`config.mk`:
```
export PLATFORM = sky130hd
export DESIGN_NAME = serial_word_receiver
export DESIGN_NICKNAME = d
export VERILOG_FILES = /design/src/rtl/serial_word_receiver.sv
export SDC_FILE = /design/constraint.sdc
export NUM_CORES = 1
export LEC_CHECK = 0
export BUFFER_PORTS_ARGS = -buffer_cell sky130_fd_sc_hd__buf_2
export CAP_MARGIN = 20
export CORE_UTILIZATION = 61
export DETAILED_ROUTE_END_ITERATION = 6
export GPL_TIMING_DRIVEN = 0
export PLACE_DENSITY = 0.92
export SYNTH_ARGS = -nofsm -noshare
export SYNTH_HDL_FRONTEND = slang
export SYNTH_SLANG_ARGS = --single-unit
export TNS_END_PERCENT = 5
```
`constraint.sdc`:
```
create_clock -name clk -period 2.6 [get_ports clk]
set_clock_uncertainty 0.1 [all_clocks]
set_input_delay 0.26 -clock clk [delete_from_list [all_inputs] [get_ports clk]]
set_output_delay 0.26 -clock clk [all_outputs]
set_load 0.05 [all_outputs]
```
`src/rtl/serial_word_receiver.sv`:
```
// Bit-serial to parallel receiver with every control/data field held in three voted copies.
// Word visible one cycle after its last bit; held until out_ready, input arriving meanwhile is dropped and sets overrun.
module serial_word_receiver #(
    parameter int width = 64
) (
    input  logic             clk,
    input  logic             rst,
    input  logic             enable,
    input  logic             start,
    input  logic             bit_valid,
    input  logic             serial_in,
    input  logic             msb_first,
    input  logic             out_ready,
    output logic [width-1:0] parallel_out,
    output logic             out_valid,
    output logic             busy,
    output logic             overrun,
    output logic             frame_abort,
    output logic             tmr_mismatch
);
    localparam int cnt_w = $clog2(width);
    localparam logic [cnt_w-1:0] cnt_last = cnt_w'(width - 1);

    typedef enum logic [1:0] {
        IDLE = 2'd0,
        RECV = 2'd1,
        HOLD = 2'd2
    } state_t;

    logic [1:0]       state_c0, state_c1, state_c2, state_vb;
    logic [cnt_w-1:0] cnt_c0, cnt_c1, cnt_c2, cnt_v;
    logic [width-1:0] sreg_c0, sreg_c1, sreg_c2, sreg_v;
    logic             order_c0, order_c1, order_c2, order_v;
    state_t           state_v;
    logic             upset;

    assign state_vb = (state_c0 & state_c1) | (state_c0 & state_c2) | (state_c1 & state_c2);
    assign cnt_v    = (cnt_c0 & cnt_c1) | (cnt_c0 & cnt_c2) | (cnt_c1 & cnt_c2);
    assign sreg_v   = (sreg_c0 & sreg_c1) | (sreg_c0 & sreg_c2) | (sreg_c1 & sreg_c2);
    assign order_v  = (order_c0 & order_c1) | (order_c0 & order_c2) | (order_c1 & order_c2);
    assign state_v  = state_t'(state_vb);

    assign upset = (state_c0 != state_vb) | (state_c1 != state_vb) | (state_c2 != state_vb)
                 | (cnt_c0 != cnt_v) | (cnt_c1 != cnt_v) | (cnt_c2 != cnt_v)
                 | (sreg_c0 != sreg_v) | (sreg_c1 != sreg_v) | (sreg_c2 != sreg_v)
                 | (order_c0 != order_v) | (order_c1 != order_v) | (order_c2 != order_v);

    assign busy = (state_v == RECV);

    state_t           state_n;
    logic [cnt_w-1:0] cnt_n;
    logic [width-1:0] sreg_n, pout_n;
    logic             order_n, ovalid_n, ovr_n, abort_n, start_frame;

    always_comb begin
        state_n     = state_v;
        cnt_n       = cnt_v;
        sreg_n      = sreg_v;
        order_n     = order_v;
        pout_n      = parallel_out;
        ovalid_n    = out_valid;
        ovr_n       = overrun;
        abort_n     = 1'b0;
        start_frame = 1'b0;

        case (state_v)
            IDLE: start_frame = start;
            RECV: begin
                if (start) begin
                    start_frame = 1'b1;
                    abort_n     = 1'b1;
                end else if (bit_valid) begin
                    sreg_n = order_v ? {sreg_v[width-2:0], serial_in}
                                     : {serial_in, sreg_v[width-1:1]};
                    if (cnt_v == cnt_last) begin
                        pout_n   = sreg_n;
                        ovalid_n = 1'b1;
                        state_n  = HOLD;
                        cnt_n    = '0;
                    end else begin
                        cnt_n = cnt_v + cnt_w'(1);
                    end
                end
            end
            HOLD: begin
                if (out_valid && out_ready) begin
                    ovalid_n    = 1'b0;
                    state_n     = IDLE;
                    start_frame = start;
                end else if (start || bit_valid) begin
                    ovr_n = 1'b1;
                end
            end
            default: state_n = IDLE;
        endcase

        // A bit arriving with start is the first bit of the new frame.
        if (start_frame) begin
            state_n = RECV;
            order_n = msb_first;
            sreg_n  = '0;
            cnt_n   = '0;
            if (bit_valid) begin
                sreg_n = msb_first ? {{(width-1){1'b0}}, serial_in}
                                   : {serial_in, {(width-1){1'b0}}};
                cnt_n  = cnt_w'(1);
            end
        end

        // Frozen cycles still rewrite the copies from the vote, which scrubs upsets.
        if (!enable) begin
            state_n  = state_v;
            cnt_n    = cnt_v;
            sreg_n   = sreg_v;
            order_n  = order_v;
            pout_n   = parallel_out;
            ovalid_n = out_valid;
            ovr_n    = overrun;
            abort_n  = 1'b0;
        end
    end

    always_ff @(posedge clk) begin
        if (rst) begin
            state_c0     <= IDLE;
            state_c1     <= IDLE;
            state_c2     <= IDLE;
            cnt_c0       <= '0;
            cnt_c1       <= '0;
            cnt_c2       <= '0;
            sreg_c0      <= '0;
            sreg_c1      <= '0;
            sreg_c2      <= '0;
            order_c0     <= 1'b0;
            order_c1     <= 1'b0;
            order_c2     <= 1'b0;
            parallel_out <= '0;
            out_valid    <= 1'b0;
            overrun      <= 1'b0;
            frame_abort  <= 1'b0;
            tmr_mismatch <= 1'b0;
        end else begin
            state_c0     <= state_n;
            state_c1     <= state_n;
            state_c2     <= state_n;
            cnt_c0       <= cnt_n;
            cnt_c1       <= cnt_n;
            cnt_c2       <= cnt_n;
            sreg_c0      <= sreg_n;
            sreg_c1      <= sreg_n;
            sreg_c2      <= sreg_n;
            order_c0     <= order_n;
            order_c1     <= order_n;
            order_c2     <= order_n;
            parallel_out <= pout_n;
            out_valid    <= ovalid_n;
            overrun      <= ovr_n;
            frame_abort  <= abort_n;
            tmr_mismatch <= enable & upset;
        end
    end
endmodule

```
==> results.sh, run 1 <==
export IMPL_syn_area_sq_um=5934
export IMPL_status="finished, final reports clean"
export IMPL_maxSlewViolCount=0
export IMPL_required_ns=2.95
export IMPL_clock_latency_ns=0.52
export IMPL_worstSetupPathType="input pin to flip-flop"
export IMPL_dp_hpwl_mm=8.955
export IMPL_num_vias=4806
export IMPL_pwr_density_cell_nw_per_um2=675.2
export IMPL_synth_top_area_share_pct=47.23
export IMPL_ys_ff_latch=140
export IMPL_drc=0
export IMPL_drtAntennaViolNets=0
export IMPL_finalSetupViolations=0
export IMPL_die_y_um=100.6
export IMPL_hp_class="input pin to flip-flop"
export IMPL_core_area_sq_um=9328
export IMPL_grt_usage_pct=28.51
export IMPL_worst_pin_slew_ns=0.7173
export IMPL_rsz0062_at_grt="false"
export IMPL_seq_area_frac_synth_pct=47.23
export IMPL_drive_above_1_share_pct=28.45
export IMPL_post_cts_buffers=0
export IMPL_final_util_pct=76.14
export IMPL_fin_crit_sh_pct=81.74
export IMPL_die_w_um=100.6
export IMPL_worstRegToRegCells=6
export IMPL_clock_fmax_ghz=0.4705
export IMPL_insertedDiodeCount=0
export IMPL_syn_nets=590
export IMPL_clkTransAtPathRegs_ns=0.06
export IMPL_die_area_sq_um=10130
export IMPL_cts_sinks=140
export IMPL_place_area_sq_um=6461
export IMPL_peakVddDrop_v=0.0004602
export IMPL_crit_path_start_kind="input pin"
export IMPL_nets=685
export IMPL_cts_made_buffers=17
export IMPL_clock_path_buffers=2
export IMPL_post_drt_wl_per_cell_um=16.84
export IMPL_synth_largest_area_cell="dfxtp_1"
export IMPL_regToRegSetupSlack_ns=0.52
export IMPL_postLayoutCellArea_sq_um=7102
export IMPL_synthFlopType="dfxtp_1"
export IMPL_hold_path_startpoint="serial_in"
export IMPL_drv_cap=0
export IMPL_cp_top_family="buffers and inverters"
export IMPL_port_buffers=73
export IMPL_r2r_end="sreg_c2[56]$_SDFFE_PP0P_"
export IMPL_initial_core_util_pct=63.62
export IMPL_ctsRootBufferMaster="clkbuf_8"
export IMPL_num_rows=35
export IMPL_cts_max_level=4
export IMPL_p_leak_nw=2.787
export IMPL_arrival_ns=2.47
export IMPL_max_stage_delay_ns=0.53
export IMPL_drtPass1Iterations=5
export IMPL_antenna_found_initial=0
export IMPL_syn_mean_instance_area_sq_um=10.21
export IMPL_synthArstFlopShare_pct=0
export IMPL_grt_max_degree=17
export IMPL_cts_tree="built"
export IMPL_gp_congestion=0.8303
export IMPL_setup_tns_final_ns=0
export IMPL_cpMaxStageDelayCell="dlygate4sd3_1"
export IMPL_syn_inst=581
export IMPL_worst_hold_path_num_cells=4
export IMPL_cp_end_kind="flip-flop"
export IMPL_grt_pass1_vias=4815
export IMPL_synth_top_cells_by_area="dfxtp_1 47%, mux2_2 11%, mux2i_1 11%"
export IMPL_r2r_start="state_c2[1]$_SDFFE_PP0P_"
export IMPL_synth_most_common_cell="dfxtp_1"
export IMPL_vias_per_cell=5.875
export IMPL_cts_resized=0
export IMPL_min_period_ns=2.125
export IMPL_grt_overflow_total=0
export IMPL_min_to="sreg_c2[63]$_SDFFE_PP0P_"
export IMPL_grt_pass1_wl_mm=22.55
export IMPL_synthTopCellsByCount="140 x dfxtp_1, 129 x nor2_1, 65 x mux2i_1"
export IMPL_critPathBufInv=4
export IMPL_synth_cell_types=48
export IMPL_slew_headroom_pct=52.18
export IMPL_synth_edff_count=0
export IMPL_pin_count=77
export IMPL_yosysWarningCount=0
export IMPL_critPathMaxFanout=10
export IMPL_postCtsHoldBufs=3
export IMPL_area_delta_synth_final_pct=19.67
export IMPL_crit_chain="dlygate4sd3_1 -> buf_2 -> nand4bb_1 -> buf_6 -> nor2_2 -> clkbuf_1 -> a22oi_1 -> nor2_1"
export IMPL_wirelength_mm=13.77
export IMPL_hold_violations=0
export IMPL_drtIter0Drc=224
[power by group]
group / switching, W / leakage, nW / internal [W]
logic: 0.000127 / 1.36 / 0.0000497
registers: 0.00000510 / 1.13 / 0.00215
clock network: 0.000900 / 0.297 / 0.00156
[state kept, by name (all words and copies together) (netlist names)]
| register | cells |
|---|---|
| sreg_c2 | 64 |
| frame_abort | 1 |
| out_valid | 1 |
| state_c2 | 2 |
| cnt_c2 | 6 |
| order_c2 | 1 |
| parallel_out | 64 |
| overrun | 1 |
[per-layer routing]
| layer | global-route usage (%) | share of wire [%] | vias to the layer above |
|---|---|---|---|
| met5 | 0 | 0 | - |
| met4 | 15.72 | 3.9 | 0 |
| met1 | 33.14 | 41 | 2308 |
| met2 | 47.47 | 50 | 196 |
| met3 | 8.044 | 5.4 | 57 |
| li1 | - | - | 2245 |
[worst register-to-register path: cells and delay by family, from the launching register on]
kind            cells  cell delay [ns]
buf+inv             2             0.63
flops               1             0.38
simple gates        3             0.74
compound gates      1             0.16
[stage by stage]
| step | cells | hold slack [ns] | worst slack, ns | total power, W |
|---|---|---|---|---|
| finish | 818 | 0.08682 | 0.4747 | 0.004795 |
| global route | 818 | 0.09918 | 0.3943 | 0.004919 |
| CTS | 818 | 0.07592 | 0.5498 | 0.004793 |
| detailed placement | 783 | 0.3694 | 0.6163 | 0.002369 |
| global placement | 783 | 0.3571 | 0.6530 | 0.002364 |
| floorplan | 581 | 0.3072 | 0.6009 | 0.002322 |
[area by class of cell]
| class | count | area [sq um] |
|---|---|---|
| repair buffers | 76 | 395.4 |
| plain buffers | 48 | 329.1 |
| clock buffers | 22 | 473.0 |
| well taps | 129 | 161.4 |
| multi-input cells | 390 | 2791 |
| inverters | 3 | 11.26 |
| fillers | 577 | 2226 |
| clock inverters | 10 | 137.6 |
| flip-flops and latches | 140 | 2803 |
[worst max-delay path by stage]
stage	slack, ns	cells past startpoint	from	to
3_3_place_gp	0.65	4	rst	parallel_out[20]$_SDFFE_PP0P_
3_5_place_dp	0.62	4	rst	order_c2$_SDFFE_PP0P_
5_1_grt	0.39	8	start	sreg_c2[56]$_SDFFE_PP0P_
2_1_floorplan	0.60	5	out_valid$_SDFFE_PP0P_	cnt_c2[5]$_SDFFE_PP0P_
6_report	0.47	8	start	sreg_c2[56]$_SDFFE_PP0P_
4_1_cts	0.55	8	start	sreg_c2[56]$_SDFFE_PP0P_
[cell families after synthesis]
group	Yosys count	synth area share [%]
AND/OR/NAND/NOR	167	12.44
flip-flops	140	47.23
multiplexers	125	22.35
AO/OA/AOI/OAI	95	11.83
buffers and inverters	51	5.734
adder cells (fa/ha/maj)	1	0.2108
other	1	0.06319
XOR/XNOR	1	0.1476
[placed cells by master (no fill, tap or decap), types with 2 or more instances in the layout]
cell type      netlist  final
a21oi_1             12     12
buf_12               7      7
o21ai_0              2      2
clkinv_4             0      2
clkinvlp_4           0      2
a22oi_1             60     60
dlygate4sd3_1        0      3
clkbuf_16            0     16
nor2_2               5      5
nand3b_1             3      3
nor2_1             129    129
nor3_1               6      6
clkbuf_1            28     29
nand2_1              7      7
a211oi_1             3      3
buf_1                4      4
or4_1                2      2
a211oi_2             4      4
clkinv_2             0      3
bufinv_16            0      3
a31oi_1              3      3
dfxtp_1            140    140
buf_6                2      2
inv_1                3      3
mux2_2              60     60
mux2i_1             65     65
clkbuf_8             1      6
buf_2                5     78
nand3_1              5      5
Power figures use the tool's default switching activity.
==> run 2, diff against run 1 <==
--- a/config.mk
+++ b/config.mk
@@ -5,12 +5,13 @@
 export SDC_FILE = /design/constraint.sdc
 export NUM_CORES = 1
 export LEC_CHECK = 0
+export ABC_AREA = 1
 export BUFFER_PORTS_ARGS = -buffer_cell sky130_fd_sc_hd__buf_2
 export CAP_MARGIN = 20
-export CORE_UTILIZATION = 61
+export CORE_UTILIZATION = 52
 export DETAILED_ROUTE_END_ITERATION = 6
 export GPL_TIMING_DRIVEN = 0
-export PLACE_DENSITY = 0.92
+export PLACE_DENSITY = 0.84
 export SYNTH_ARGS = -nofsm -noshare
 export SYNTH_HDL_FRONTEND = slang
 export SYNTH_SLANG_ARGS = --single-unit
==> constraint.sdc (replaced) <==
create_clock -name clk -period 1.9 [get_ports clk]
set_clock_uncertainty 0.1 [all_clocks]
set_input_delay 0.19 -clock clk [delete_from_list [all_inputs] [get_ports clk]]
set_output_delay 0.19 -clock clk [all_outputs]
set_load 0.05 [all_outputs]
==> run 2 against run 1 <==
Total power up 37%. Largest power group unchanged. Synthesized area up 2.7%. Combinational power up 110%.
==> results.sh, run 2 <==
export IMPL_status="finished, final reports clean"
export IMPL_area_delta_synth_final_pct=19.21
export IMPL_grt_overflow_total=0
export IMPL_grtUsageMet2_pct=40.11
export IMPL_biggestRegsByFlops="parallel_out: 64 flops, sreg_c2: 64 flops, cnt_c2: 6 flops"
export IMPL_synthFlopType="dfxtp_1"
export IMPL_die_y_um=110.3
export IMPL_ys_ff_latch=140
export IMPL_pwr_density_cell_nw_per_um2=907.1
export IMPL_worst_pin_slew_ns=0.7272
export IMPL_rsz0062_at_grt="true"
export IMPL_maxSlewViolCount=0
export IMPL_synth_most_common_cell="nand2_1"
export IMPL_pin_count=77
export IMPL_cts_tree="built"
export IMPL_setup_tns_final_ns=0
export IMPL_dp_hpwl_mm=9.734
export IMPL_required_ns=1.61
export IMPL_regToRegSetupSlack_ns=0.12
export IMPL_clock_latency_ns=0.42
export IMPL_synthArstFlopShare_pct=0
export IMPL_crit_path_start_kind="flip-flop"
export IMPL_drc=0
export IMPL_nets=961
export IMPL_total_power_w=0.006592
export IMPL_clock_path_buffers=2
export IMPL_synth_top_area_share_pct=45.98
export IMPL_die_area_sq_um=12160
export IMPL_p_leak_nw=2.727
export IMPL_grt_pass1_vias=5181
export IMPL_num_rows=39
export IMPL_grt_use_met3_pct=6.996
export IMPL_syn_inst=857
export IMPL_synth_cell_types=26
export IMPL_seq_area_frac_synth_pct=45.98
export IMPL_crit_chain="inv_1 -> nor2_2 -> clkbuf_4"
export IMPL_hp_class="input pin to flip-flop"
export IMPL_drtIter0Drc=444
export IMPL_p_int_w=0.005140
export IMPL_ctsRootBufferMaster="clkbuf_16"
export IMPL_syn_nets=866
export IMPL_top_usage_layer="met2"
export IMPL_seq_power_share_pct=44.9
export IMPL_initial_core_util_pct=53.39
export IMPL_synth_edff_count=0
export IMPL_critPathMaxFanout=7
export IMPL_post_drt_wl_per_cell_um=13.06
export IMPL_cts_max_level=4
export IMPL_insertedDiodeCount=0
export IMPL_cts_made_buffers=17
export IMPL_wirelength_mm=14.46
export IMPL_peakVddDrop_v=0.0007114
export IMPL_r2r_start="order_c2$_SDFFE_PP0P_"
export IMPL_cts_sinks=140
export IMPL_cpMaxStageDelayCell="dfxtp_1"
export IMPL_syn_mean_instance_area_sq_um=7.113
export IMPL_min_to="state_c2[0]$_SDFFE_PP0P_"
export IMPL_cp_top_family="flip-flops"
export IMPL_antenna_found_initial=0
export IMPL_synth_largest_area_cell="dfxtp_1"
export IMPL_switching_share_pct=22.03
export IMPL_layout_commonest_cell="nand2_1"
export IMPL_use_met1_pct=32.84
export IMPL_finalSetupViolations=0
export IMPL_max_stage_delay_ns=0.47
export IMPL_critPathBufInv=2
export IMPL_vias_per_cell=5.169
export IMPL_place_ws_ns=0.02389
export IMPL_worstRegToRegCells=6
export IMPL_min_period_ns=1.829
export IMPL_hold_path_startpoint="enable"
export IMPL_combPwrFrac_pct=5.5
export IMPL_final_util_pct=63.64
export IMPL_fin_ws_ns=0.07092
export IMPL_fin_crit_sh_pct=96.27
export IMPL_synthTopCellsByCount="308 x nand2_1, 147 x a21oi_1, 140 x dfxtp_1"
export IMPL_yosysWarningCount=0
export IMPL_gp_congestion=0.8284
export IMPL_port_buffers=73
export IMPL_drtAntennaViolNets=0
export IMPL_grt_usage_pct=25.25
export IMPL_die_w_um=110.3
export IMPL_fin_cells=1107
export IMPL_num_vias=5722
export IMPL_p_sw_w=0.001452
export IMPL_arrival_ns=1.54
export IMPL_hold_violations=0
export IMPL_core_area_sq_um=11420
export IMPL_dp_cells=1073
export IMPL_drive_above_1_share_pct=19.40
export IMPL_r2r_end="parallel_out[42]$_SDFFE_PP0P_"
export IMPL_synth_top_cells_by_area="dfxtp_1 46%, nand2_1 19%, a21oi_1 12%"
export IMPL_worstSetupPathType="flip-flop to output pin"
export IMPL_clock_fmax_ghz=0.5467
export IMPL_slew_headroom_pct=51.52
export IMPL_drv_cap=0
export IMPL_power_frac_clock_pct=49.6
export IMPL_layout_common_cells="308 x nand2_1, 147 x a21oi_1, 140 x dfxtp_1"
export IMPL_worst_hold_path_num_cells=3
export IMPL_cp_end_kind="output pin"
export IMPL_grt_pass1_wl_mm=23.83
export IMPL_drtPass1Iterations=5
export IMPL_syn_area_sq_um=6096
export IMPL_grt_max_degree=17
export IMPL_clkTransAtPathRegs_ns=0.06
## run 2: cell count changes after synthesis, moves of 42 or more
cell     before  now
inv_1         3   45
a22oi_1      60    0
nor2_1      129   47
mux2_2       60    2
nand2_1       7  308
mux2i_1      65    0
a21oi_1      12  147
## run 2: what timing repair did
action,4_1_cts,5_1_grt
hold endpoints to repair,2,0
endpoints found under the setup margin,1,20
gates resized for setup,1,4
gates cloned,0,0
hold buffers,3,0
buffers inserted,0,0
## run 2: cells by family (layout without fill, tap and decap cells)
logic type,after synthesis,after routing,synth area share (%)
flops,140,140,45.98
mux,2,2,0.3694
other cells,1,1,0.06152
simple gates,402,402,26.46
compound gates,204,204,18.12
buf+inv,107,214,8.805
fa+ha+maj,1,1,0.2052
## run 2: routing by layer
layer / part of all wire [%] / routed length, um
met2: 45 / 6534
met5: 0 / 0
met3: 5.1 / 735
met1: 48 / 6912
met4: 1.9 / 279
## run 2: layout make-up
type | count | area, sq um
Fill cell | 1017 | 4151
Sequential cell | 140 | 2803
Multi-Input combinational cell | 610 | 2759
Clock buffer | 25 | 505.5
Timing Repair Buffer | 76 | 397.9
Buffer | 58 | 354.1
Inverter | 49 | 185.2
Tap cell | 143 | 178.9
Clock inverter | 6 | 83.83
## run 2: through the flow
stage               cell area (sq um)  hold slack (ns)
detailed placement               6640           0.3469
CTS                              7262          0.02383
global route                     7267          0.03664
global placement                 6640           0.3439
floorplan                        6096           0.2254
finish                           7267          0.04029
## run 2: power groups by stage
stage	Clock (W)	Sequential (W)	Combinational (W)
after floorplan	0	0.00302	0.000254
after global placement	0	0.00302	0.000351
after detailed placement	0	0.00302	0.000351
after CTS	0.00330	0.00296	0.000358
after global routing	0.00345	0.00296	0.000401
final	0.00327	0.00296	0.000365
## run 2: how the worst max path moves through the flow
stage               cells past startpoint                     start  slack (ns)                            end
finish                                  3  state_c2[0]$_SDFFE_PP0P_        0.07                           busy
CTS                                     3  state_c2[0]$_SDFFE_PP0P_        0.08                           busy
detailed placement                      4                       rst        0.02       sreg_c2[54]$_SDFFE_PP0P_
global route                            6     order_c2$_SDFFE_PP0P_       -0.01  parallel_out[42]$_SDFFE_PP0P_
floorplan                               6  state_c2[0]$_SDFFE_PP0P_        0.05         out_valid$_SDFFE_PP0P_
global placement                        4                       rst        0.03       sreg_c2[51]$_SDFFE_PP0P_
## run 2: tightest hold or removal path, cell delays in order
cell and delay (ns):
buf_2 0.16, nand3_1 0.09, a21oi_1 0.06
